## src/rtl/video_timing_pkg.sv

```systemverilog
// video_timing_pkg: shared timing record, register map and axis-bound helpers for video_timing_gen
package video_timing_pkg;
  localparam int CW = 16;
  typedef struct packed {
    logic [CW-1:0] hres, h_fp, h_sync, h_bp;
    logic [CW-1:0] vres, v_fp, v_sync, v_bp;
    logic          v_pol, h_pol;
  } timing_t;
  typedef struct packed {
    logic signed [CW-1:0] sta, sync_beg, sync_end, last;
  } axis_t;
  localparam logic [3:0] A_HRES   = 4'd0;
  localparam logic [3:0] A_H_FP   = 4'd1;
  localparam logic [3:0] A_H_SYNC = 4'd2;
  localparam logic [3:0] A_H_BP   = 4'd3;
  localparam logic [3:0] A_VRES   = 4'd4;
  localparam logic [3:0] A_V_FP   = 4'd5;
  localparam logic [3:0] A_V_SYNC = 4'd6;
  localparam logic [3:0] A_V_BP   = 4'd7;
  localparam logic [3:0] A_POL    = 4'd8;
  localparam logic [3:0] A_LCMP   = 4'd10;
  function automatic logic signed [CW-1:0] axis_start(input timing_t t, input logic vert);
    return $signed(vert ? -(t.v_fp + t.v_sync + t.v_bp) : -(t.h_fp + t.h_sync + t.h_bp));
  endfunction
  // A resolution of 0 collapses to a single active position; a sync width of 0 gives an empty window.
  function automatic axis_t axis_bounds(input timing_t t, input logic vert);
    axis_t b;
    logic [CW-1:0] res, fp, sw;
    res = vert ? t.vres : t.hres;
    fp = vert ? t.v_fp : t.h_fp;
    sw = vert ? t.v_sync : t.h_sync;
    b.sta = axis_start(t, vert);
    b.sync_beg = b.sta + $signed(fp);
    b.sync_end = b.sync_beg + $signed(sw);
    b.last = $signed(res == '0 ? '0 : res - CW'(1));
    return b;
  endfunction
endpackage

```

## src/rtl/video_timing_axis.sv

```systemverilog
// video_timing_axis: one signed position counter with load, wrap and sync/active decode
module video_timing_axis
  import video_timing_pkg::*;
(
  input  logic                 video_clk_pix,
  input  logic                 en,
  input  logic                 ld,
  input  logic signed [CW-1:0] ld_val,
  input  axis_t                b,
  output logic signed [CW-1:0] cnt,
  output logic                 wrap,
  output logic                 in_sync,
  output logic                 act
);
  assign wrap = en && cnt == b.last;
  assign in_sync = cnt >= b.sync_beg && cnt < b.sync_end;
  assign act = !cnt[CW-1] && cnt <= b.last;
  // load wins over counting so reset and mode switches restart from the new start
  always_ff @(posedge video_clk_pix)
    cnt <= ld ? ld_val : !en ? cnt : wrap ? b.sta : cnt + CW'(1);
endmodule

```

## src/rtl/video_timing_gen.sv

```systemverilog
// video_timing_gen: runtime-programmable video timing with frame-boundary commits (option: VIDEO_TIMING_LINE_MATCH_EN)
module video_timing_gen
  import video_timing_pkg::*;
#(
  parameter int COORDSPC = 16,
  parameter int HRES = 640,
  parameter int H_FP = 16,
  parameter int H_SYNC = 96,
  parameter int H_BP = 48,
  parameter int VRES = 480,
  parameter int V_FP = 10,
  parameter int V_SYNC = 2,
  parameter int V_BP = 33,
  parameter int H_POL = 0,
  parameter int V_POL = 0,
  parameter int FCNT_W = 16
) (
  input  logic                       video_clk_pix,
  input  logic                       rst_pix,
  input  logic                       cfg_wr,
  input  logic [3:0]                 cfg_addr,
  input  logic [COORDSPC-1:0]        cfg_data,
  input  logic                       cfg_commit,
  output logic                       cfg_pending,
  output logic                       video_enable,
  output logic                       hsync,
  output logic                       vsync,
  output logic                       frame_start,
  output logic                       line_start,
  output logic signed [COORDSPC-1:0] sx,
  output logic signed [COORDSPC-1:0] sy,
  output logic [FCNT_W-1:0]          frame_count,
  output logic                       line_match
);
  localparam timing_t DEF = '{hres: CW'(HRES), h_fp: CW'(H_FP), h_sync: CW'(H_SYNC), h_bp: CW'(H_BP),
                              vres: CW'(VRES), v_fp: CW'(V_FP), v_sync: CW'(V_SYNC), v_bp: CW'(V_BP),
                              v_pol: 1'(V_POL), h_pol: 1'(H_POL)};
  localparam logic signed [CW-1:0] H_STA = axis_start(DEF, 1'b0);
  localparam logic signed [CW-1:0] V_STA = axis_start(DEF, 1'b1);
  timing_t cur, shd;
  axis_t hb, vb;
  logic signed [CW-1:0] x, y, h_ld, v_ld;
  logic h_wrap, v_wrap, h_in, v_in, h_act, v_act, frame_wrap, apply;
  assign hb = axis_bounds(cur, 1'b0);
  assign vb = axis_bounds(cur, 1'b1);
  assign h_ld = rst_pix ? H_STA : axis_start(shd, 1'b0);
  assign v_ld = rst_pix ? V_STA : axis_start(shd, 1'b1);
  assign frame_wrap = h_wrap && v_wrap;
  assign apply = cfg_pending && frame_wrap;
  video_timing_axis u_h (
    .video_clk_pix(video_clk_pix), .en(1'b1), .ld(rst_pix || apply), .ld_val(h_ld), .b(hb),
    .cnt(x), .wrap(h_wrap), .in_sync(h_in), .act(h_act)
  );
  video_timing_axis u_v (
    .video_clk_pix(video_clk_pix), .en(h_wrap), .ld(rst_pix || apply), .ld_val(v_ld), .b(vb),
    .cnt(y), .wrap(v_wrap), .in_sync(v_in), .act(v_act)
  );
  // shadow writes are frozen while a commit is armed; the armed commit lands on the frame wrap
  always_ff @(posedge video_clk_pix) begin
    if (rst_pix) begin
      cur <= DEF;
      shd <= DEF;
      cfg_pending <= 1'b0;
    end else begin
      cur <= apply ? shd : cur;
      cfg_pending <= cfg_pending ? !frame_wrap : cfg_commit;
      if (cfg_wr && !cfg_pending)
        case (cfg_addr)
          A_HRES:   shd.hres <= cfg_data;
          A_H_FP:   shd.h_fp <= cfg_data;
          A_H_SYNC: shd.h_sync <= cfg_data;
          A_H_BP:   shd.h_bp <= cfg_data;
          A_VRES:   shd.vres <= cfg_data;
          A_V_FP:   shd.v_fp <= cfg_data;
          A_V_SYNC: shd.v_sync <= cfg_data;
          A_V_BP:   shd.v_bp <= cfg_data;
          A_POL:    {shd.v_pol, shd.h_pol} <= cfg_data[1:0];
          default:  ;
        endcase
    end
  end
  // registered outputs, one cycle behind the counters
  always_ff @(posedge video_clk_pix) begin
    if (rst_pix) begin
      video_enable <= 1'b0;
      hsync <= ~DEF.h_pol;
      vsync <= ~DEF.v_pol;
      frame_start <= 1'b0;
      line_start <= 1'b0;
      sx <= H_STA;
      sy <= V_STA;
      frame_count <= '0;
    end else begin
      video_enable <= h_act && v_act;
      hsync <= h_in ? cur.h_pol : ~cur.h_pol;
      vsync <= v_in ? cur.v_pol : ~cur.v_pol;
      frame_start <= x == hb.sta && y == vb.sta;
      line_start <= x == hb.sta;
      sx <= x;
      sy <= y;
      frame_count <= frame_count + FCNT_W'(frame_start);
    end
  end
`ifdef VIDEO_TIMING_LINE_MATCH_EN
  logic [CW-1:0] lcmp;
  // line compare takes effect at once, outside the shadow/commit path
  always_ff @(posedge video_clk_pix) begin
    if (rst_pix) begin
      lcmp <= '0;
      line_match <= 1'b0;
    end else begin
      if (cfg_wr && cfg_addr == A_LCMP) lcmp <= cfg_data;
      line_match <= x == hb.sta && y == $signed(lcmp);
    end
  end
`else
  assign line_match = 1'b0;
`endif
endmodule
```

## config.mk

```make
export PLATFORM = sky130hd
export DESIGN_NAME = video_timing_gen
export DESIGN_NICKNAME = d
export VERILOG_FILES = /design/src/rtl/video_timing_pkg.sv /design/src/rtl/video_timing_axis.sv /design/src/rtl/video_timing_gen.sv
export SDC_FILE = /design/constraint.sdc
export NUM_CORES = 1
export LEC_CHECK = 0
export ABC_AREA = 1
export ABC_CLOCK_PERIOD_IN_PS = 5780
export CAP_MARGIN = 20
export CORE_MARGIN = 10
export CORE_UTILIZATION = 55
export CTS_CLUSTER_DIAMETER = 200
export CTS_CLUSTER_SIZE = 20
export DETAILED_ROUTE_END_ITERATION = 16
export PLACE_DENSITY = 0.75
export SETUP_SLACK_MARGIN = 0.5
export SKIP_CTS_REPAIR_TIMING = 1
export SLEW_MARGIN = 40
export SYNTH_ARGS = -nofsm -noshare
export SYNTH_HDL_FRONTEND = slang
export SYNTH_SLANG_ARGS = --single-unit
```

## constraint.sdc

```tcl
create_clock -name video_clk_pix -period 5.78 [get_ports video_clk_pix]
set_clock_uncertainty 0.15 [all_clocks]
set_input_delay 0.578 -clock video_clk_pix [delete_from_list [all_inputs] [get_ports video_clk_pix]]
set_output_delay 0.578 -clock video_clk_pix [all_outputs]
set_load 0.1 [all_outputs]
```

# Word level (Yosys, flattened, before mapping)
# Index checks and enable logic that the tools add are counted.
# word_totals
latchBits	0
mem_bits_ro	0
ramBits	0
n_memories	0
output_inout_bits	55
wordCells	112
reg_bits	346
in_bits	24
# classes
eq_ne	12
n_div	0
muxes	12
n_bitwise	2
reduce_logical	28
multipliers	0
magnitude_cmp	6
n_shift	0
addsub	21
# ops
operator	n
$add A16 B16 Y16	12
$mux W16	9
$eq A16 B16 Y1	4
$neg A16 Y16	4
$add A16 B2 Y16 const B	2
$ge A16 B16 Y1	2
$le A16 B16 Y1	2
$logic_not A16 Y1	2
$lt A16 B16 Y1	2
$sub A16 B1 Y16 const B	2
$reduce_and A2 Y1	9
$add A16 B1 Y16	1
$eq A4 B3 Y1 const B	4
$logic_and A1 B1 Y1	10
$eq A4 B2 Y1 const B	2
$eq A4 B1 Y1 const B	1
$eq A4 B4 Y1 const B	1
$logic_not A1 Y1	4
$logic_not A4 Y1	1
$mux W1	3
$not A1 Y1	2
$reduce_bool A2 Y1	1
$logic_or A1 B1 Y1	1

# Logic depth before layout (Yosys ltp)
# logic_depth
word_depth	8
mapped_depth	42

# Cells and area by module
# From an unflattened synthesis, not the netlist that was laid out.
# hier_totals
hier_cells	3529
area_unflattened_um2	25136.6
# modules_own_cells
module	area_each_um2	seq_area_each_um2	n_inst	cells_each
video_timing_gen	19999.2	6286.0	1	2759
video_timing_axis	2568.7	480.5	2	385

# Least setup slack after synthesis
# OpenSTA, ideal clock, no wires.
# synth_timing
kind	flip-flop to flip-flop
start	register cur[83] in the netlist's numbering
end	register hsync
setup_time_ns	0.130
synth_period_minus_slack_ns	5.882
arrival_time_ns	5.602
slack_ns	-0.102
required_time_ns	5.500
n_path_buf	0
stages_incl_launch_ff	42
path_cell_list	dfxtp_1 -> ha_1 -> inv_1 -> fa_1 -> ha_1 -> inv_1 -> fa_1 -> inv_1 -> nand3_1 -> nand2_1 -> nand2_1 -> nand2_1 -> nand2_1 -> nand2_1 -> inv_1 -> ha_1 -> nand2_1 -> nor2_1 -> [6 not listed] -> ha_1 -> inv_1 -> nor3_1 -> nand2_1 -> o311ai_0 -> a31oi_1 -> nand3b_1 -> nand2_1 -> ha_1 -> nand2_1 -> inv_1 -> o21ai_0 -> nand2_1 -> nor2_1 -> nand2_1 -> or2_2 -> nand4_1 -> nand3_1
# synth_between
elab_chain_cells	8
# synth_rtl
element	line	rtl
start, declared	video_timing_gen.sv:40	timing_t cur, shd;
start signal, assigned	video_timing_gen.sv:65	cur <= apply ? shd : cur;
$add A16 B16 Y16 (2 in series)	n/a	
$neg A16 Y16	n/a	
$add A16 B16 Y16	video_timing_pkg.sv:33	b.sync_beg = b.sta + $signed(fp);
$add A16 B16 Y16	video_timing_pkg.sv:34	b.sync_end = b.sync_beg + $signed(sw);
$lt A16 B16 Y1	video_timing_axis.sv:16	assign in_sync = cnt >= b.sync_beg && cnt < b.sync_end;
$logic_and A1 B1 Y1 *	video_timing_axis.sv:16	
$mux W1 *	video_timing_gen.sv:95	hsync <= h_in ? cur.h_pol : ~cur.h_pol;
end signal, assigned	video_timing_gen.sv:86	hsync <= ~DEF.h_pol;
end signal, assigned	video_timing_gen.sv:95	
end, declared	video_timing_gen.sv:26	output logic hsync,
# Every way passes the cells marked *; elsewhere a longest branch is shown, timed or not.
# A chain may end at the register's enable or synchronous reset.

# Worst setup path after layout
# layout_timing
start	register cur[3] in the netlist's numbering
end	register vsync
# layout_between
elab_chain_cells	7
# layout_rtl
element	line	rtl
$add A16 B16 Y16 *	video_timing_pkg.sv:23	return $signed(vert ? -(t.v_fp + t.v_sync + t.v_bp) : -(t.h_fp + t.h_sync + t.h_bp));
$neg A16 Y16 *	video_timing_pkg.sv:23	
$add A16 B16 Y16 *	video_timing_pkg.sv:33	
$add A16 B16 Y16	video_timing_pkg.sv:34	
$lt A16 B16 Y1	video_timing_axis.sv:16	
$logic_and A1 B1 Y1 *	video_timing_axis.sv:16	
$mux W1 *	video_timing_gen.sv:96	vsync <= v_in ? cur.v_pol : ~cur.v_pol;
end signal, assigned	video_timing_gen.sv:87	vsync <= ~DEF.v_pol;
end signal, assigned	video_timing_gen.sv:96	
end, declared	video_timing_gen.sv:27	output logic vsync,
# Marked as above.

==> results.json <==
{
  "cpPeakStageDelay_ps": 520,
  "synth-simple-area-share": 0.201,
  "met3_usage": 0.0226,
  "grt_use_met1": 0.319,
  "placement_rows": 77,
  "crit_fanout": 5,
  "p_leak_uw": 0.0136,
  "cp-endpoint": "vsync$_SDFF_PP1_",
  "synth_seq_area_share": 0.288,
  "syn_nets": 3675,
  "die_w_um": 232,
  "synth.mux.area_fraction": 0,
  "ctsHtreeMaxLevel": 1,
  "r2r_end": "vsync$_SDFF_PP1_",
  "endpoint_kind": "flop",
  "hold_viol_final": 0,
  "p_per_area_nw_per_um2": 157,
  "r2r-start": "cur[3]$_SDFFE_PP0P_",
  "drv_cap": 0,
  "most-common-layout-cells": "572 x nand2_1, 522 x inv_1, 316 x dfxtp_1",
  "fin_crit_ps": 5920,
  "relSlewSlack": 0.482,
  "syn_avg_cell_area_um2": 7.46,
  "via_count": 23200,
  "violations": "negative setup slack",
  "ys.flop_type": "dfxtp_1",
  "clock-sinks": 346,
  "grt_max_degree": 107,
  "yosysWarnings": 0,
  "synth_compound_area_frac": 0.165,
  "antenna_found_initial": 4,
  "synth_area_um2": 24600,
  "synth_edf_count": 16,
  "io_pins": 79,
  "synth_top_family_by_area": "simple AND/OR/NAND/NOR gates",
  "drive_above_1_share": 0.185,
  "hold_path_class": "flop to flop",
  "core-area_um2": 44200,
  "grt_util_all_layers": 0.279,
  "clock-root-buffer": "clkbuf_16",
  "setup_violations": 2,
  "die-area_um2": 53600,
  "instances_no_fill": 4175,
  "fmax_mhz": 169,
  "detail-route-antenna-nets": 0,
  "gp_congestion": 0.965,
  "dr.pass1.iters": 9,
  "worst_pin_slew_ps": 776,
  "fin_crit_sh": 1.02,
  "post-place-ws_ps": -400,
  "worst_ep_arrival_time_ps": 6190,
  "clk_pin_slew_worst_paths_ps": 100,
  "dieHeight_um": 232,
  "synth_seq_cells": 346,
  "outcome": "finished with violations",
  "viasPerCell": 5.55,
  "start_util": 0.556,
  "place_inst": 4125,
  "yosys.area.top_type": "dfxtp_1",
  "grt_overflow": 0,
  "setup_ws_ps": -138,
  "hpwl_um": 61500,
  "synthAdderAreaFrac": 0.199,
  "ff2ff_setup_slack_ps": -140,
  "max-clock-path-buffers": 3,
  "drtIter0Drc": 1591,
  "cts_buffers": 21,
  "yosysTopAreaCellShare": 0.269,
  "worst-setup-path-type": "flop to flop",
  "worst_path_max_delay_cell": "fa_1",
  "rsz0062_at_grt": "true",
  "grt_pass1_vias": 22500,
  "layout_commonest_cell": "nand2_1",
  "syn_inst": 3299,
  "finalNetCount": 3954,
  "crit_path_start_kind": "flop",
  "use_met2": 0.519,
  "wl_per_cell_um": 18.7,
  "grt_pass1_wl_um": 119000,
  "drc": 0,
  "reg2reg_depth": 35,
  "area_growth_pct": 18.8,
  "portBuffers": 77,
  "required_ps": 6050,
  "wl_um": 78300,
  "synthDistinctLibCells": 62,
  "async_flop_share": 0,
  "busiest_layer": "met2",
  "tritoncts": "done",
  "nFillCells": 3801,
  "crit_path_start": "cur[3]$_SDFFE_PP0P_",
  "clk_latency_ps": 550,
  "ir_worst_vdd_uv": 151,
  "ys_top_cells_by_area": "dfxtp_1 27%, ha_1 15%, nand2_1 9.5%, inv_1 8.4%, a21oi_1 5.3%",
  "synth_xor_area_frac": 0.0442,
  "finalMaxSlewViolations": 0
}
[sequential cells by signal, indices dropped and copies added, names as in the netlist]
signal,cells
shd,130
u_v.cnt,16
cfg_pending,1
vsync,1
cur,130
line_start,1
sy,16
video_enable,1
frame_count,16
sx,16
frame_start,1
hsync,1
u_h.cnt,16
[layer usage]
metal | share of wire | up-vias | wire length, um
met4 | 0.048 | 0 | 3770
met1 | 0.39 | 11000 | 30800
met5 | 0 | - | 0
met3 | 0.050 | 184 | 3880
met2 | 0.51 | 682 | 39800
li1 | - | 11300 | -
[metrics by stage]
stage / instance area (um2) / hold WS [ps] / TNS, ps / utilization / power (uW)
final: 29200 / 310 / -211 / 0.661 / 4590
after floorplan: 24900 / 273 / 0 / - / 2940
after global routing: 29200 / 336 / -817 / 0.661 / 4740
after CTS: 28100 / 307 / -793 / 0.636 / 4580
after detailed placement: 27500 / 293 / -719 / 0.623 / 3110
after global placement: 27800 / 287 / -540 / 0.629 / 3100
[worst min-delay path by stage]
stage	from	endpoint	slack [ps]	depth (start not counted)
2_1_floorplan	shd[0]$_SDFFE_PP0P_	cur[0]$_SDFFE_PP0P_	270	2
3_3_place_gp	shd[65]$_SDFFE_PP0P_	shd[65]$_SDFFE_PP0P_	290	2
3_5_place_dp	shd[58]$_SDFFE_PP1P_	shd[58]$_SDFFE_PP1P_	290	2
4_1_cts	shd[65]$_SDFFE_PP0P_	shd[65]$_SDFFE_PP0P_	310	2
5_1_grt	shd[55]$_SDFFE_PP1P_	shd[55]$_SDFFE_PP1P_	340	2
6_report	shd[65]$_SDFFE_PP0P_	shd[65]$_SDFFE_PP0P_	310	2
[power by group]
group	internal, uW	total [uW]	switching (uW)
sequential	2440	2490	49.5
combinational	183	585	402
clock	668	1520	849
total	3290	4590	1300
[worst max-delay path: cells and delay by family (launching register included)]
kind	cells	cell delay (ps)
AOI/OAI and AO/OA	3	470
xor gates and xnor gates	1	190
adders and majority gates	7	2190
buffers and inverters	7	580
DFF	1	370
and+or+nand+nor	17	1860
[layout make-up]
class                   instances  area [um2]  share of cell area
diodes                          2        5.00            0.000171
well taps                     592         741              0.0254
inverters                     557        2110              0.0722
flip-flops and latches        346        7110               0.243
clock buffers                  25         541              0.0185
repair buffers                337        2480              0.0849
clock inverters                 1        16.3            0.000557
multi-input cells            2315       16200               0.555
[cells in the mapped netlist, types with 7 or more instances]
cell type and n:
nand3b_1 12, ha_1 288, nand4_1 26, o211ai_1 8, o22a_1 7, clkbuf_1 48
dfxtp_1 330, a22o_1 8, nand2_1 624, buf_2 9, o21ai_1 9, xor2_1 78
a21o_1 12, a21oi_1 262, a31oi_1 12, edfxtp_1 16, nor3_1 40, o21bai_1 10
o21ai_0 239, nand3_1 191, o22ai_2 60, inv_1 549, buf_4 8, buf_6 13
xnor2_1 41, fa_1 64, nor2_1 242
[kinds of logic (layout without fill, tap and decap cells)]
logic type                 Yosys count  count (layout)
and+or+nand+nor                   1173            1173
AOI/OAI and AO/OA                  668             668
buffers and inverters              638             920
adders and majority gates          352             352
DFF                                346             346
xor gates and xnor gates           121             121
other                                1               3
Power figures use the tool's default switching activity.
